--- config.mk ---
export PLATFORM = sky130hd
export DESIGN_NAME = mem_lsu_flat
export DESIGN_NICKNAME = d
export VERILOG_FILES = /design/src/rtl/mem_lsu_pkg.sv /design/src/rtl/mem_lsu_if.sv /design/src/rtl/mem_lsu_lane.sv /design/src/rtl/mem_lsu.sv /design/src/flat_wrapper.sv
export SDC_FILE = /design/constraint.sdc
export NUM_CORES = 1
export LEC_CHECK = 0
export ABC_CLOCK_PERIOD_IN_PS = 3300
export BUFFER_PORTS_ARGS = -buffer_cell sky130_fd_sc_hd__buf_2
export CAP_MARGIN = 40
export CELL_PAD_IN_SITES_DETAIL_PLACEMENT = 2
export CELL_PAD_IN_SITES_GLOBAL_PLACEMENT = 2
export CORE_MARGIN = 4
export CORE_UTILIZATION = 34
export DETAILED_ROUTE_END_ITERATION = 12
export GPL_ROUTABILITY_DRIVEN = 1
export PLACE_DENSITY = 0.8
export SLEW_MARGIN = 20
export SYNTH_ARGS = -nofsm -noshare
export SYNTH_HDL_FRONTEND = slang
export SYNTH_SLANG_ARGS = --single-unit
--- constraint.sdc ---
create_clock -name i_clk -period 3.3 [get_ports i_clk]
set_clock_uncertainty 0.05 [all_clocks]
set_input_delay 0.165 -clock i_clk [delete_from_list [all_inputs] [get_ports i_clk]]
set_output_delay 0.165 -clock i_clk [all_outputs]
set_load 0.01 [all_outputs]
--- src/rtl/mem_lsu_pkg.sv ---
// Shared encodings and helpers for the mem_lsu load/store unit.
// Size codes, FSM state codes, per-size byte masks and load extension.
package mem_lsu_pkg;

  localparam logic [1:0] SZ_BYTE = 2'b00;
  localparam logic [1:0] SZ_HALF = 2'b01;
  localparam logic [1:0] SZ_WORD = 2'b10;
  localparam logic [1:0] SZ_RSVD = 2'b11;

  localparam logic [1:0] ST_IDLE = 2'd0;
  localparam logic [1:0] ST_ACC1 = 2'd1;
  localparam logic [1:0] ST_ACC2 = 2'd2;
  localparam logic [1:0] ST_RESP = 2'd3;

  localparam logic [3:0] MASK_BYTE = 4'b0001;
  localparam logic [3:0] MASK_HALF = 4'b0011;
  localparam logic [3:0] MASK_WORD = 4'b1111;

  function automatic logic [3:0] size_mask(input logic [1:0] sz);
    case (sz)
      SZ_BYTE: size_mask = MASK_BYTE;
      SZ_HALF: size_mask = MASK_HALF;
      SZ_WORD: size_mask = MASK_WORD;
      default: size_mask = 4'b0000;
    endcase
  endfunction

  function automatic logic [2:0] size_bytes(input logic [1:0] sz);
    case (sz)
      SZ_BYTE: size_bytes = 3'd1;
      SZ_HALF: size_bytes = 3'd2;
      SZ_WORD: size_bytes = 3'd4;
      default: size_bytes = 3'd0;
    endcase
  endfunction

  // Truncate right-justified load data to the access size, then zero/sign extend.
  function automatic logic [31:0] extend_load(input logic [31:0] d, input logic [1:0] sz,
                                              input logic uns);
    case (sz)
      SZ_BYTE: extend_load = {{24{~uns & d[7]}}, d[7:0]};
      SZ_HALF: extend_load = {{16{~uns & d[15]}}, d[15:0]};
      default: extend_load = d;
    endcase
  endfunction

endpackage

--- src/rtl/mem_lsu_if.sv ---
// CPU request/response and data-memory bus of the load/store unit.
// The LSU is the slave of the CPU side and drives the memory side.
interface mem_lsu_if #(parameter int ADDR_W = 32);
  logic              i_req;
  logic              o_ready;
  logic              i_we;
  logic [ADDR_W-1:0] i_addr;
  logic [1:0]        i_size;
  logic              i_unsigned;
  logic [31:0]       i_wdata;
  logic              o_valid;
  logic              o_err;
  logic [31:0]       o_rdata;
  logic [ADDR_W-3:0] o_mem_address;
  logic [3:0]        o_mem_sel_width;
  logic              o_mem_w_en;
  logic [31:0]       o_mem_din;
  logic [31:0]       i_mem_dout;

  modport slave (
    input  i_req, i_we, i_addr, i_size, i_unsigned, i_wdata, i_mem_dout,
    output o_ready, o_valid, o_err, o_rdata,
           o_mem_address, o_mem_sel_width, o_mem_w_en, o_mem_din
  );

  modport master (
    output i_req, i_we, i_addr, i_size, i_unsigned, i_wdata, i_mem_dout,
    input  o_ready, o_valid, o_err, o_rdata,
           o_mem_address, o_mem_sel_width, o_mem_w_en, o_mem_din
  );
endinterface

--- src/rtl/mem_lsu_lane.sv ---
// Byte-lane select and data shift amount for the first or second word of an access.
// Shared by the write-data alignment and read-data assembly paths.
module mem_lsu_lane
  import mem_lsu_pkg::*;
(
  input  logic [1:0] i_size,
  input  logic [1:0] i_offset,
  input  logic       i_second,
  output logic [3:0] o_sel,
  output logic [4:0] o_shift
);

  logic [7:0] wide;
  logic [1:0] rem;

  always_comb begin
    // Upper nibble of the shifted mask holds the lanes spilling into the next word.
    wide = {4'b0000, size_mask(i_size)} << i_offset;
    rem  = 2'd0 - i_offset;
    if (i_second) begin
      o_sel   = wide[7:4];
      o_shift = {rem, 3'b000};
    end else begin
      o_sel   = wide[3:0];
      o_shift = {i_offset, 3'b000};
    end
  end

endmodule

--- src/rtl/mem_lsu.sv ---
// Load/store unit in front of a word-addressed, async-read/sync-write data memory.
// Define MEM_LSU_MISALIGN_SPLIT_EN to allow misaligned accesses split over two words.
module mem_lsu
  import mem_lsu_pkg::*;
#(
  parameter int ADDR_W = 32
) (
  input logic      i_clk,
  input logic      i_rst,
  mem_lsu_if.slave bus
);

  localparam int WA_W = ADDR_W - 2;

  logic [1:0]        state_q, state_d;
  logic              err_q, err_d;
  logic [31:0]       rdata_q, rdata_d;
  logic              we_q, we_d;
  logic [ADDR_W-1:0] addr_q, addr_d;
  logic [1:0]        size_q, size_d;
  logic              uns_q, uns_d;
  logic [31:0]       wdata_q, wdata_d;
  logic [31:0]       asm_q, asm_d;

  logic              legal;
  logic [2:0]        span;
  logic              crossing;
  logic [3:0]        lane_sel;
  logic [4:0]        lane_sh;
  logic [WA_W-1:0]   mem_addr;
  logic [3:0]        mem_sel;
  logic              mem_we;
  logic [31:0]       mem_din;

  mem_lsu_lane u_lane (
    .i_size   (size_q),
    .i_offset (addr_q[1:0]),
    .i_second (state_q == ST_ACC2),
    .o_sel    (lane_sel),
    .o_shift  (lane_sh)
  );

  always_comb begin
`ifdef MEM_LSU_MISALIGN_SPLIT_EN
    legal = (bus.i_size != SZ_RSVD);
`else
    case (bus.i_size)
      SZ_BYTE: legal = 1'b1;
      SZ_HALF: legal = ~bus.i_addr[0];
      SZ_WORD: legal = (bus.i_addr[1:0] == 2'b00);
      default: legal = 1'b0;
    endcase
`endif
  end

  assign span     = {1'b0, addr_q[1:0]} + size_bytes(size_q);
  assign crossing = (span > 3'd4);

  always_comb begin
    state_d  = state_q;
    err_d    = err_q;
    rdata_d  = rdata_q;
    we_d     = we_q;
    addr_d   = addr_q;
    size_d   = size_q;
    uns_d    = uns_q;
    wdata_d  = wdata_q;
    asm_d    = asm_q;
    mem_addr = '0;
    mem_sel  = 4'b0000;
    mem_we   = 1'b0;
    mem_din  = 32'd0;
    case (state_q)
      ST_IDLE: begin
        if (bus.i_req) begin
          we_d    = bus.i_we;
          addr_d  = bus.i_addr;
          size_d  = bus.i_size;
          uns_d   = bus.i_unsigned;
          wdata_d = bus.i_wdata;
          err_d   = ~legal;
          state_d = ST_ACC1;
        end
      end
      // Rejected requests idle through ACC1 with the memory bus quiet, so every
      // single-word completion, good or bad, lands at the same latency.
      ST_ACC1: begin
        if (!err_q) begin
          mem_addr = addr_q[ADDR_W-1:2];
          mem_sel  = lane_sel;
          mem_we   = we_q;
          mem_din  = wdata_q << lane_sh;
          asm_d    = bus.i_mem_dout >> lane_sh;
        end
        if (!err_q && crossing) begin
          state_d = ST_ACC2;
        end else begin
          state_d = ST_RESP;
          if (!err_q && !we_q) rdata_d = extend_load(asm_d, size_q, uns_q);
        end
      end
      ST_ACC2: begin
        mem_addr = addr_q[ADDR_W-1:2] + WA_W'(1);
        mem_sel  = lane_sel;
        mem_we   = we_q;
        mem_din  = wdata_q >> lane_sh;
        asm_d    = asm_q | (bus.i_mem_dout << lane_sh);
        state_d  = ST_RESP;
        if (!we_q) rdata_d = extend_load(asm_d, size_q, uns_q);
      end
      default: state_d = ST_IDLE;
    endcase
  end

  always_ff @(posedge i_clk) begin
    if (i_rst) begin
      state_q <= ST_IDLE;
      err_q   <= 1'b0;
      rdata_q <= 32'd0;
    end else begin
      state_q <= state_d;
      err_q   <= err_d;
      rdata_q <= rdata_d;
    end
  end

  always_ff @(posedge i_clk) begin
    we_q    <= we_d;
    addr_q  <= addr_d;
    size_q  <= size_d;
    uns_q   <= uns_d;
    wdata_q <= wdata_d;
    asm_q   <= asm_d;
  end

  // Reset gates the write strobe immediately so an aborted store never commits.
  assign bus.o_mem_w_en      = mem_we & ~i_rst;
  assign bus.o_mem_sel_width = mem_sel;
  assign bus.o_mem_address   = mem_addr;
  assign bus.o_mem_din       = mem_din;
  assign bus.o_ready         = (state_q == ST_IDLE);
  assign bus.o_valid         = (state_q == ST_RESP);
  assign bus.o_err           = (state_q == ST_RESP) & err_q;
  assign bus.o_rdata         = rdata_q;

endmodule

--- src/flat_wrapper.sv ---
// flat-port wrapper written by rule: the top's interface ports become plain ports
module mem_lsu_flat import mem_lsu_pkg::*;
#(
  parameter int ADDR_W = 32
)
  (i_clk, i_rst, bus_i_req, bus_i_we, bus_i_addr, bus_i_size, bus_i_unsigned, bus_i_wdata, bus_i_mem_dout, bus_o_ready, bus_o_valid, bus_o_err, bus_o_rdata, bus_o_mem_address, bus_o_mem_sel_width, bus_o_mem_w_en, bus_o_mem_din);
  mem_lsu_if #(.ADDR_W(ADDR_W)) bus_i ();
  input logic i_clk;
  input logic i_rst;
  input wire logic [$bits(bus_i.i_req)-1:0] bus_i_req;
  input wire logic [$bits(bus_i.i_we)-1:0] bus_i_we;
  input wire logic [$bits(bus_i.i_addr)-1:0] bus_i_addr;
  input wire logic [$bits(bus_i.i_size)-1:0] bus_i_size;
  input wire logic [$bits(bus_i.i_unsigned)-1:0] bus_i_unsigned;
  input wire logic [$bits(bus_i.i_wdata)-1:0] bus_i_wdata;
  input wire logic [$bits(bus_i.i_mem_dout)-1:0] bus_i_mem_dout;
  output wire logic [$bits(bus_i.o_ready)-1:0] bus_o_ready;
  output wire logic [$bits(bus_i.o_valid)-1:0] bus_o_valid;
  output wire logic [$bits(bus_i.o_err)-1:0] bus_o_err;
  output wire logic [$bits(bus_i.o_rdata)-1:0] bus_o_rdata;
  output wire logic [$bits(bus_i.o_mem_address)-1:0] bus_o_mem_address;
  output wire logic [$bits(bus_i.o_mem_sel_width)-1:0] bus_o_mem_sel_width;
  output wire logic [$bits(bus_i.o_mem_w_en)-1:0] bus_o_mem_w_en;
  output wire logic [$bits(bus_i.o_mem_din)-1:0] bus_o_mem_din;
  assign bus_i.i_req = bus_i_req;
  assign bus_i.i_we = bus_i_we;
  assign bus_i.i_addr = bus_i_addr;
  assign bus_i.i_size = bus_i_size;
  assign bus_i.i_unsigned = bus_i_unsigned;
  assign bus_i.i_wdata = bus_i_wdata;
  assign bus_i.i_mem_dout = bus_i_mem_dout;
  assign bus_o_ready = bus_i.o_ready;
  assign bus_o_valid = bus_i.o_valid;
  assign bus_o_err = bus_i.o_err;
  assign bus_o_rdata = bus_i.o_rdata;
  assign bus_o_mem_address = bus_i.o_mem_address;
  assign bus_o_mem_sel_width = bus_i.o_mem_sel_width;
  assign bus_o_mem_w_en = bus_i.o_mem_w_en;
  assign bus_o_mem_din = bus_i.o_mem_din;
  mem_lsu #(.ADDR_W(ADDR_W)) u_core (.i_clk(i_clk), .i_rst(i_rst), .bus(bus_i));
endmodule
==> results.ini, run 1 <==
[status]
status=complete, no violations

[power_and_ir_drop]
p_sw_share_pct=44.8
power_frac_comb_pct=50.5
p_total_mw=10.7
power.leakage_nw=4.79
switchingPower_mw=4.82
clkPwrFrac_pct=19.5
pwr-share-seq_pct=30.0
p_int_mw=5.93
powerDensity_mw_per_mm2=875
max-vdd-ir-drop_mv=0.440

[timing]
holdWs_ps=83.1
clock.fmax_ghz=0.320
maxSlewHeadroom_pct=41.6
rsz0062_at_grt=no
fin_crit_ps=3130
fin_crit_sh_pct=94.8
tns_ps=0
setup_viol=0
tightest_slew_ps=869
setup_ws_ps=172
hold_viol=0
drv_slew=0

[clock_network]
cts-root-buf=clkbuf_16
ctsHtreeMaxLevel=4
clock_sinks=135
cts_setup_buffers=0
cts_buffers=17
cts_tree=yes
cts_buffer_depth=2
clock_latency_ps=430
path_clk_slew_ps=60

[finish]
final_nets=1403
final_area_sq_mm=0.0123
area_growth_pct=29.0
drive_above_1_share_pct=26.3

[logic_synthesis]
synth_area_leader_cell=edfxtp_1
synthAdderAreaFrac_pct=1.66
syn_nets=1157
ys_seq_area_share_pct=38.9
synthArstFlopShare_pct=0
synth_area_sq_mm=0.00951
synth_seq_cells=135
yosysWarnings=0
synthFlopType=edfxtp_1
yosys.area_share.xor_xnor_pct=0.736
synth_top_area_share_pct=31.6
synthMuxAreaShare_pct=5.93
ys_top_cells_by_area=edfxtp_1 (32%), dfxtp_1 (7.4%), nand2_1 (4.5%)
synthSimpleGateAreaFrac_pct=18.1
ys_types=81
syn_area_per_cell_sq_um=9.13
synth_compound_area_share_pct=29.8
synth_top_family_by_area=compound AO/OA/AOI/OAI gates
synth_edf_count=100
synthCells=1042

[grt]
track_usage_pct=26.3
grt_pass1_wl_mm=63.6
grt_max_degree=73
grt_pass1_vias=10600
antenna_found_initial=2
grt-ovfl-total=0

[worst_hold_path]
min_path_type=primary input to flop

[critical_path]
critPathKind=flop to output port
required_ps=3080
cp_max_fo=72
worstPathArrival_ps=2910
cp-start-kind=flop
end_kind=output port

[route]
dr_total_vias=10000
routed_wl_mm=41.4
drc=0
drt_first_iter_violations=755
post_drt_wl_per_cell_microns=24.7
final_antenna_net_count=0
first_pass_iters=5
vias_per_cell=5.99

[die]
core_sq_mm=0.0273
fp.dieH_microns=175
io_pins=205
die_area_sq_mm=0.0307
num_rows=60
die_w_microns=175
start_util_pct=34.9

[placed_design]
place_congestion=0.837
dp_hpwl_mm=28.0
port_buffers=204
post-place-ws_ps=191
placed_cell_area_sq_mm=0.0110

[run]
maxCapViolCount=0

final cells by class:
class | instances | area (sq um)
clock buffers | 21 | 483
inverters | 21 | 78.8
multi-input cells | 801 | 5380
diodes | 1 | 2.50
flip-flops and latches | 135 | 3700
well taps | 372 | 465
fillers | 2954 | 15000
repair buffers | 312 | 2020
clock inverters | 11 | 143
power by group through the flow:
stage	Clock [mW]	Combinational, mW	Sequential, mW
2_1_floorplan	0	3.41	3.10
3_3_place_gp	0	5.06	3.18
3_5_place_dp	0	5.25	3.23
4_1_cts	2.11	5.36	3.20
5_1_grt	2.20	5.92	3.29
6_report	2.09	5.43	3.22
metrics by stage:
stage          utilization, %  cells
6_report                 45.0   1674
5_1_grt                  45.0   1674
4_1_cts                  45.0   1673
3_5_place_dp             40.2   1573
3_3_place_gp             40.2   1573
2_1_floorplan               -   1042
worst paths after layout:
kind | startpoint | end | slack, ps | cells past startpoint
setup / recovery | u_core.addr_q[0] | bus_o_mem_din[23] | 170 | 6
hold / removal | bus_i_req | u_core.state_q[0] | 80 | 3
setup reg to reg | u_core.size_q[0] | u_core.bus.o_rdata[25] | 210 | 9
hold reg to reg | u_core.bus.o_rdata[0] | u_core.bus.o_rdata[0] | 420 | 2
cells in the mapped netlist, types with 6 or more instances:
master,instances
mux2_2,19
or3_1,9
nor3_1,18
nand3_1,17
o21ba_2,7
o31ai_1,13
o2bb2ai_1,9
a21boi_0,7
nor2_1,61
a22oi_1,34
a2111oi_2,8
a211o_1,9
nand4b_1,7
o21bai_1,7
and2_1,14
nand4_1,8
clkbuf_1,43
a311oi_1,8
a211oi_1,12
o221ai_1,19
a221oi_1,29
o21ai_0,64
inv_1,20
o211ai_1,15
a21oi_1,76
and3_1,18
dfxtp_1,35
o31a_1,7
a31oi_1,16
buf_1,16
nor2b_1,44
buf_2,18
nand2_1,115
o21a_1,21
ha_1,11
edfxtp_1,100
buf_4,6
mux2i_1,26
registers in the layout, indices dropped and copies added (netlist names):
register            cells
u_core.addr_q          32
u_core.err_q            1
u_core.bus.o_rdata     32
u_core.state_q          2
u_core.wdata_q         32
u_core.asm_q           32
u_core.uns_q            1
u_core.size_q           2
u_core.we_q             1
layer usage:
layer	GRT usage [%]	vias to the layer above	wire length, microns
li1	-	4526	-
met4	8.51	2	1060
met2	45.8	309	20700
met3	3.53	71	1810
met1	33.8	5122	17700
met5	0	-	13
cells by family after synthesis:
| group | count (synthesis) |
|---|---|
| compound gates | 392 |
| simple gates | 340 |
| flops | 135 |
| buf+inv | 106 |
| mux | 49 |
| fa+ha+maj | 12 |
| xor+xnor | 8 |
repair_timing:
item | 4_1_cts | 5_1_grt
hold buffers | 68 | 0
setup endpoints to repair | 1 | 14
gates resized for setup | 1 | 3
hold endpoints to repair | 68 | 0
worst max-delay path: stages, from the launching register on:
cell and delay (ps):
edfxtp_1 460, buf_12 260, nor2_1 640, and2_2 510, o21ai_0 150, a21boi_0 240, buf_2 180
cells in the final DEF (no fill, tap or decap), drive strengths merged, types with 11 or more instances in the layout:
master       Yosys  final
mux2i           26     26
o31ai           14     14
mux2            19     19
nand2          116    116
nor3            18     18
a31oi           17     17
edfxtp         100    100
nand4           11     11
nor2            62     62
inv             20     21
o211ai          15     15
nand3           17     17
clkbuf          44     21
o21ai           65     65
buf             41    244
o21a            21     21
dlygate4sd3      0     68
and3            19     19
nor2b           44     44
and2            15     15
a221oi          29     29
a211oi          12     12
o221ai          19     19
a21oi           76     76
a22oi           34     34
ha              11     11
dfxtp           35     35
Note: power is estimated with default switching activity, not from simulation.
==> run 2, diff against run 1 <==
--- a/config.mk
+++ b/config.mk
@@ -15,6 +15,7 @@
 export DETAILED_ROUTE_END_ITERATION = 12
 export GPL_ROUTABILITY_DRIVEN = 1
 export PLACE_DENSITY = 0.8
+export SETUP_SLACK_MARGIN = 0.4
 export SLEW_MARGIN = 20
 export SYNTH_ARGS = -nofsm -noshare
 export SYNTH_HDL_FRONTEND = slang
==> run 2 against run 1 <==
  * Largest power group unchanged
  * Routed wire length rose by 10%
  * Via count rose by 4.3%
  * Critical endpoint unchanged
  * Sequential share of layout area fell by 0.93 points
  * Core utilization rose by 1.4 points
  * Largest cell class unchanged
  * Clock power barely moved
  * Final cell count rose by 2.2%
  * Global-route usage rose by 0.41 points
==> results.ini, run 2 (synthesis gave the netlist of run 1 again) <==
[die]
num_rows=60  ; unchanged
start_util_pct=34.9  ; unchanged
die_area_sq_mm=0.0307  ; unchanged
die_w_microns=175  ; unchanged
core_sq_mm=0.0273  ; unchanged
fp.dieH_microns=175  ; unchanged
io_pins=205  ; unchanged

[timing]
setup_ws_ps=409  ; was 172 ps
fin_crit_ps=2890  ; was 3130 ps
clock.fmax_ghz=0.346  ; was 0.320 GHz
hold_viol=0  ; unchanged
maxSlewHeadroom_pct=58.3  ; was 41.6%
tns_ps=0  ; unchanged
rsz0062_at_grt=yes  ; was no
setup_viol=0  ; unchanged
fin_crit_sh_pct=87.6  ; was 94.8%
holdWs_ps=81.7  ; was 83.1 ps
tightest_slew_ps=624  ; was 869 ps
drv_slew=0  ; unchanged

[grt]
grt_max_degree=73  ; unchanged
antenna_found_initial=4  ; was 2
grt_pass1_vias=10700  ; was 10600
grt-ovfl-total=0  ; unchanged
grt_pass1_wl_mm=64.7  ; was 63.6 mm
track_usage_pct=26.7  ; was 26.3%

[placed_design]
dp_hpwl_mm=28.0  ; unchanged
post-place-ws_ps=191  ; unchanged
place_congestion=0.837  ; unchanged
port_buffers=204  ; unchanged

[route]
dr_total_vias=10500  ; was 10000
first_pass_iters=6  ; was 5
post_drt_wl_per_cell_microns=26.6  ; was 24.7 microns
vias_per_cell=6.12  ; was 5.99
final_antenna_net_count=0  ; unchanged
drc=0  ; unchanged
drt_first_iter_violations=1019  ; was 755
routed_wl_mm=45.5  ; was 41.4 mm

[critical_path]
critPathKind=flop to output port  ; unchanged
cp_max_fo=36  ; was 72
critPathBufInv=2  ; unchanged
r2r_setup_slack_ps=430  ; was 210 ps
slowest_stage=edfxtp_1  ; was nor2_1
rr_worst_depth=10  ; was 9
end_kind=output port  ; unchanged
crit_family=simple AND/OR/NAND/NOR gates  ; unchanged
r2r-start=u_core.size_q[1]  ; was u_core.size_q[0]
critPathMaxStageDelay_ps=510  ; was 640 ps
required_ps=3080  ; about the same
cp_cell_sequence=clkbuf_16 > and3b_1 > or2_4 > nor2_2 > a32oi_1 > a21boi_0 > buf_2  ; was buf_12 > nor2_1 > and2_2 > o21ai_0 > a21boi_0 > buf_2
cp-start-kind=flop  ; unchanged
r2r-end=u_core.bus.o_rdata[13]  ; was u_core.bus.o_rdata[25]
worstPathArrival_ps=2680  ; was 2910 ps
startpoint=u_core.addr_q[0]  ; unchanged

[clock_network]
ctsHtreeMaxLevel=4  ; unchanged
cts_buffer_depth=2  ; unchanged
clock_sinks=135  ; unchanged
path_clk_slew_ps=60  ; about the same
cts_tree=yes  ; unchanged
cts-root-buf=clkbuf_16  ; unchanged
clock_latency_ps=440  ; was 430 ps
cts_buffers=17  ; unchanged

[finish]
layout.cells.most_common=buf_2  ; unchanged
area_growth_pct=33.1  ; was 29.0%
drive_above_1_share_pct=29.3  ; was 26.3%
mostFrequentLayoutCells=buf_2 (205), nand2_1 (113), edfxtp_1 (100)  ; was buf_2 (204), nand2_1 (115), edfxtp_1 (100)
final_nets=1437  ; was 1403

[worst_hold_path]
min_path_cells=3  ; unchanged
min_path_type=primary input to flop  ; unchanged
hp-start=bus_i_req  ; unchanged
holdPathEnd=u_core.state_q[0]  ; unchanged

[run]
maxCapViolCount=0  ; unchanged

[power_and_ir_drop]
clkPwrFrac_pct=18.6  ; was 19.5%
max-vdd-ir-drop_mv=0.458  ; was 0.440 mV
switchingPower_mw=5.16  ; was 4.82 mW
powerDensity_mw_per_mm2=896  ; was 875 mW/mm^2
p_int_mw=6.18  ; was 5.93 mW
pwr-share-seq_pct=28.6  ; was 30.0%
power_frac_comb_pct=52.8  ; was 50.5%
power.leakage_nw=4.98  ; was 4.79 nW
p_total_mw=11.3  ; was 10.7 mW
p_sw_share_pct=45.5  ; was 44.8%

[status]
status=complete, no violations  ; unchanged

-- run 2: cell types whose count changed in the layout (fill, tap and decap cells not counted), sizes merged --
cell,previous run,this run
clkbuf,21,22
buf,244,277
diode,1,3
-- run 2: repair_timing --
action / 4_1_cts / 5_1_grt
cloned: 1 / 1
resized for setup: 18 / 23
setup endpoints to repair: 55 / 66
pin swaps: 5 / 11
hold buffers: 68 / 0
buffers inserted: 9 / 22
hold endpoints to repair: 68 / 0
-- run 2: cell type report --
cell class / count / area (sq um)
multi-input combinational: 801 / 5460
inverter: 21 / 80.1
sequential: 135 / 3700
fill: 2926 / 14600
timing repair buffer: 346 / 2320
clock inverter: 11 / 143
clock buffer: 21 / 483
antenna: 3 / 7.51
tap: 372 / 465
-- run 2: power by group through the flow --
stage	clock, mW	combinational [mW]	sequential (mW)
after CTS	2.11	5.55	3.20
after floorplan	0	3.41	3.10
after global routing	2.20	6.44	3.30
after detailed placement	0	5.25	3.23
final	2.11	5.99	3.24
after global placement	0	5.06	3.18
-- run 2: worst min-delay path: stages --
cell and delay (ps):
buf_2 120, o211ai_1 90, a21oi_1 150
-- run 2: worst max path at each step --
stage | end | slack (ps) | cells after the start
after global routing | bus_o_mem_din[23] | 240 | 6
after CTS | bus_o_mem_din[25] | 400 | 9
after global placement | u_core.bus.o_rdata[26] | 390 | 9
after floorplan | u_core.bus.o_rdata[13] | 470 | 10
final | bus_o_mem_din[23] | 410 | 7
after detailed placement | u_core.bus.o_rdata[25] | 190 | 9
-- run 2: metal layers --
layer | up-vias | share of wire, % | global-route usage (%)
met5 | - | 0.029 | 0
met4 | 2 | 3.0 | 8.45
met3 | 92 | 5.6 | 3.57
li1 | 4585 | - | -
met1 | 5333 | 41 | 34.1
met2 | 454 | 50 | 46.9
-- run 2: through the flow --
stage / cell area (sq um) / instances / utilization, %
3_5_place_dp: 11000 / 1573 / 40.2
3_3_place_gp: 11000 / 1573 / 40.2
6_report: 12700 / 1710 / 46.5
2_1_floorplan: 9510 / 1042 / -
5_1_grt: 12700 / 1710 / 46.5
4_1_cts: 12400 / 1683 / 45.5
